--- src/rtl/vsm_pkg.sv ---
// Shared types and constants for the vector sweep monitor.
package vsm_pkg;
  localparam int          SIG_W     = 16;
  localparam logic [15:0] MISR_POLY = 16'h1021;

  typedef enum logic [2:0] {
    IDLE,
    APPLY,
    SETTLE,
    SAMPLE,
    DONE
  } state_e;
endpackage

--- src/rtl/vsm_misr.sv ---
// 16-bit response signature register (CRC-CCITT feedback, data xored in LSBs).
module vsm_misr
  import vsm_pkg::*;
(
  input  logic             clk,
  input  logic             rst,
  input  logic             clr,
  input  logic             en,
  input  logic [SIG_W-1:0] din,
  output logic [SIG_W-1:0] sig
);

  always_ff @(posedge clk) begin
    if (rst || clr) begin
      sig <= '0;
    end else if (en) begin
      sig <= {sig[SIG_W-2:0], 1'b0} ^ (sig[SIG_W-1] ? MISR_POLY : '0) ^ din;
    end
  end

endmodule

--- src/rtl/vec_sweep_monitor.sv ---
// Exhaustive stimulus sweep with settle/sample stability check and response signature.
// Define VSM_GRAY_EN to drive the stimulus in Gray code instead of binary.
module vec_sweep_monitor
  import vsm_pkg::*;
#(
  parameter int              IN_W       = 13,
  parameter int              OUT_W      = 5,
  parameter int              SETTLE_CYC = 4,
  parameter logic [IN_W-1:0] VEC_LAST   = {IN_W{1'b1}}
) (
  input  logic             clk,
  input  logic             rst,
  input  logic             start,
  output logic [IN_W-1:0]  stim_o,
  input  logic [OUT_W-1:0] resp_i,
  output logic             busy_o,
  output logic             done_o,
  output logic [15:0]      sig_o,
  output logic [15:0]      unstable_cnt_o,
  output logic [IN_W-1:0]  first_bad_o,
  output logic             bad_valid_o
);

  state_e           r_state, w_state_nxt;
  logic [IN_W-1:0]  r_vec, r_stim, r_first_bad;
  logic [IN_W-1:0]  w_vec_inc, w_stim_inc;
  logic [3:0]       r_cnt;
  logic [OUT_W-1:0] r_resp_q;
  logic [15:0]      r_unst;
  logic             r_bad_valid;
  logic             w_clr, w_sample, w_unstable, w_last;
  logic [SIG_W-1:0] w_din;

  assign w_clr      = ((r_state == IDLE) || (r_state == DONE)) && start;
  assign w_sample   = (r_state == SAMPLE);
  assign w_unstable = w_sample && (resp_i != r_resp_q);
  assign w_last     = (r_vec == VEC_LAST);
  assign w_vec_inc  = r_vec + 1'b1;

  // Stimulus is loaded on entry to APPLY so it is already steady during APPLY.
`ifdef VSM_GRAY_EN
  assign w_stim_inc = w_vec_inc ^ (w_vec_inc >> 1);
`else
  assign w_stim_inc = w_vec_inc;
`endif

  always_comb begin
    w_din             = '0;
    w_din[OUT_W-1:0]  = resp_i;
  end

  always_comb begin
    w_state_nxt = r_state;
    case (r_state)
      IDLE, DONE: if (start) w_state_nxt = APPLY;
      APPLY:      w_state_nxt = SETTLE;
      SETTLE:     if (r_cnt == 4'd0) w_state_nxt = SAMPLE;
      SAMPLE:     w_state_nxt = w_last ? DONE : APPLY;
      default:    w_state_nxt = IDLE;
    endcase
  end

  always_ff @(posedge clk) begin
    if (rst) begin
      r_state     <= IDLE;
      r_vec       <= '0;
      r_stim      <= '0;
      r_cnt       <= '0;
      r_resp_q    <= '0;
      r_unst      <= '0;
      r_first_bad <= '0;
      r_bad_valid <= 1'b0;
    end else begin
      r_state <= w_state_nxt;
      case (r_state)
        IDLE, DONE: if (start) begin
          r_vec       <= '0;
          r_stim      <= '0;
          r_unst      <= '0;
          r_first_bad <= '0;
          r_bad_valid <= 1'b0;
        end
        APPLY: r_cnt <= 4'(SETTLE_CYC - 1);
        SETTLE: begin
          r_resp_q <= resp_i;
          if (r_cnt != 4'd0) r_cnt <= r_cnt - 1'b1;
        end
        SAMPLE: begin
          if (w_unstable) begin
            if (r_unst != 16'hFFFF) r_unst <= r_unst + 16'd1;
            if (!r_bad_valid) begin
              r_first_bad <= r_vec;
              r_bad_valid <= 1'b1;
            end
          end
          // vec stops at VEC_LAST; the increment is never committed past it.
          if (!w_last) begin
            r_vec  <= w_vec_inc;
            r_stim <= w_stim_inc;
          end
        end
        default: ;
      endcase
    end
  end

  vsm_misr u_misr (
    .clk (clk),
    .rst (rst),
    .clr (w_clr),
    .en  (w_sample),
    .din (w_din),
    .sig (sig_o)
  );

  assign stim_o         = r_stim;
  assign busy_o         = (r_state == APPLY) || (r_state == SETTLE) || (r_state == SAMPLE);
  assign done_o         = (r_state == DONE);
  assign unstable_cnt_o = r_unst;
  assign first_bad_o    = r_first_bad;
  assign bad_valid_o    = r_bad_valid;

endmodule
--- config.mk ---
export PLATFORM = sky130hd
export DESIGN_NAME = vec_sweep_monitor
export DESIGN_NICKNAME = d
export VERILOG_FILES = /design/src/rtl/vsm_pkg.sv /design/src/rtl/vsm_misr.sv /design/src/rtl/vec_sweep_monitor.sv
export SDC_FILE = /design/constraint.sdc
export NUM_CORES = 1
export LEC_CHECK = 0
export BUFFER_PORTS_ARGS = -buffer_cell sky130_fd_sc_hd__buf_2
export CAP_MARGIN = 20
export CORE_UTILIZATION = 35
export CTS_CLUSTER_DIAMETER = 150
export CTS_CLUSTER_SIZE = 10
export DETAILED_ROUTE_END_ITERATION = 8
export PLACE_DENSITY = 0.52
export SETUP_SLACK_MARGIN = 0.4
export SYNTH_ARGS = -nofsm -noshare
export SYNTH_HDL_FRONTEND = slang
export SYNTH_SLANG_ARGS = --single-unit
--- constraint.sdc ---
create_clock -name clk -period 5.02 [get_ports clk]
set_input_delay 0.251 -clock clk [delete_from_list [all_inputs] [get_ports clk]]
set_output_delay 0.251 -clock clk [all_outputs]
set_load 0.02 [all_outputs]
==> results.tsv <==
metric	value	unit
status	completed	
Worst Path Arrival	2680	ps
Clk Latency, worst-skew pair	340	ps
gpl congestion	0.748	
Post-CTS Hold Buffers	0	
Layout Skew	10.0	ps
Max transition margin	0.476	
row cnt	34	
Crit Path Class	reg2reg	
met3 wire len	472	um
Critical Path Source Type	flop	
Hold EP	r_state[2]	
wl on met1	4000	um
critical path peak fanout	37	
root buf cell	clkbuf_8	
PortBufs	68	
HP Start	start	
GRT overflow	0	
Seq cells post-synth	71	
post-layout util	0.437	
Synth area leaders	dfxtp_1 43%, nand2_1 5.6%, nor2_1 4.3%	
Hold Crit Class	in2reg	
min Tclk post-route	2400	ps
clock tree buffer depth	2	
hpwl dp	5460	um
drt total wl	8040	um
sequential share of the synthesized area	0.433	
Avg WL per Cell	14.5	um
setup bufs post-CTS	0	
core area	0.00889	sq mm
initial drt markers	133	
uppermost routed layer	met4	
share of cells above drive strength 1	0.234	
Die Wd	98.9	um
syn nets	391	
Synth Instances	379	
pin count of the biggest net entering global routing	38	
initial antenna violation count	0	
TritonRoute pass-1 iters	4	
commonest non-fill, non-tap cells in the layout	71 x dfxtp_1, 68 x buf_2, 49 x nand2_1	
asr flop ratio synth	0	
DRC	0	
vias post-DR	2987	
Leak	1.53	nW
post-route insts no fill	553	
final hold vios	0	
unrepaired setup endpoints after global routing	false	
CTS Sinks	71	
setup slack at placement	2650	ps
CTS tree	yes	
Top FF cell, synth	dfxtp_1	
vias in the first global route	2579	
Syn Area/Cell	8.67	sq um
Nets	452	
Initial Util	0.369	
Final Setup Violations	0	
hold path depth	3	
Synth cell types	58	
# placed instances	536	
die height	98.9	um
Max-cap violations	0	
gr usage total	0.168	
top-area cell type share of the netlist area	0.433	
fmax	417	MHz
FF-to-FF setup slack	2620	ps
maximum vdd drop	205	uV
dominant cell type by area after synthesis	dfxtp_1	
met2 routed WL	3530	um
Worst Reg2Reg Path Length in Cells	6	
post-route antenna net violation count	0	
fin. max-slew vios	0	
Die Area	0.00978	sq mm
CP required	5300	ps
most common cell after layout, fill and taps aside	dfxtp_1	
Post-synth EDFFs	0	
power density cells	369	mW/mm^2
H-tree depth	3	
vias per inst	5.40	
worst-margin pin slew	785	ps
RR Startpoint	r_state[0]	
Ports	69	
diodes inserted	0	
synth warn	0	
crit path capture type	flop	
fin worst setup slack	2620	ps
RR Endpoint	unstable_cnt_o[13]	
Fill cells	907	
total CTS buffers	9	
first-pass GRT wire length	13100	um
P&R area growth vs syn	18.3	%
clock slew at reported path FFs	80	ps
Setup TNS	0	ps
post-CTS sizing	0	
Final Cycle Share	0.478	
Post-Syn Area	0.00328	sq mm
[cell families (layout without fill, tap and decap cells)]
| family | count (synthesis) | in the layout | share of synthesized area |
|---|---|---|---|
| fa+ha+maj | 4 | 4 | 0.0152 |
| buf+inv | 28 | 94 | 0.0373 |
| xor+xnor | 15 | 15 | 0.0400 |
| simple gates | 160 | 160 | 0.251 |
| flops | 71 | 71 | 0.433 |
| compound gates | 94 | 94 | 0.202 |
| mux | 7 | 7 | 0.0217 |
[state kept, by name, summed over array words and instances, names as in the netlist]
name            flops
u_misr.sig         16
r_resp_q            5
unstable_cnt_o     16
bad_valid_o         1
stim_o             13
first_bad_o        13
r_cnt               4
r_state             3
[layout make-up]
class / instances / area [sq um] / area share
Sequential cell: 71 / 1420 / 0.366
Timing Repair Buffer: 72 / 370 / 0.0953
Inverter: 6 / 22.5 / 0.00580
Tap cell: 108 / 135 / 0.0348
Clock inverter: 7 / 71.3 / 0.0184
Multi-Input combinational cell: 280 / 1740 / 0.448
Clock buffer: 9 / 124 / 0.0319
[report_power, final]
part | switching (W) | total (W) | internal [W]
clock network | 0.000227 | 0.000458 | 0.000230
registers | 0.0000414 | 0.000641 | 0.000600
logic | 0.000217 | 0.000335 | 0.000118
[critical path: stages (launching register included)]
cell and delay [ps]:
dfxtp_1 510, and3b_1 200, buf_4 350, nand2b_1 190
a211oi_2 700, a41oi_1 210, a31oi_1 160
[stage by stage]
stage	hold slack [ps]	total power, W	area (sq um)
floorplan	398	0.000907	3280
global placement	435	0.000986	3680
detailed placement	437	0.000990	3680
CTS	181	0.00145	3880
global route	195	0.00153	3880
finish	198	0.00143	3880
[routing by layer]
layer  GRT usage  vias up
li1            -     1506
met1       0.233     1403
met2       0.250       76
met3      0.0546        2
met4      0.0459        0
met5           0        -
[synthesized netlist by cell type, drive strengths merged (2+ instances only)]
master / instances
nand2b: 7
nand3: 15
a221o: 2
or3: 5
nor3: 18
inv: 5
or4: 3
mux2i: 6
nand2: 49
a31o: 3
o31ai: 2
o311ai: 2
xor2: 7
dfxtp: 71
buf: 11
and3: 4
ha: 4
o21ai: 11
a211oi: 11
clkbuf: 11
a22o: 9
nand4: 5
a311oi: 5
nor3b: 3
and2: 4
a41oi: 4
or4b: 2
a31oi: 16
xnor2: 8
nand3b: 3
nor2: 38
a21oi: 21
[worst max-delay path by stage]
stage / from / end / slack [ps]
floorplan: unstable_cnt_o[0] / unstable_cnt_o[5] / 3100
global placement: r_state[0] / unstable_cnt_o[13] / 2670
detailed placement: r_state[0] / unstable_cnt_o[13] / 2650
CTS: r_state[0] / unstable_cnt_o[13] / 2630
global route: r_state[0] / unstable_cnt_o[14] / 2450
finish: r_state[0] / unstable_cnt_o[13] / 2620
Power figures use the tool's default switching activity.
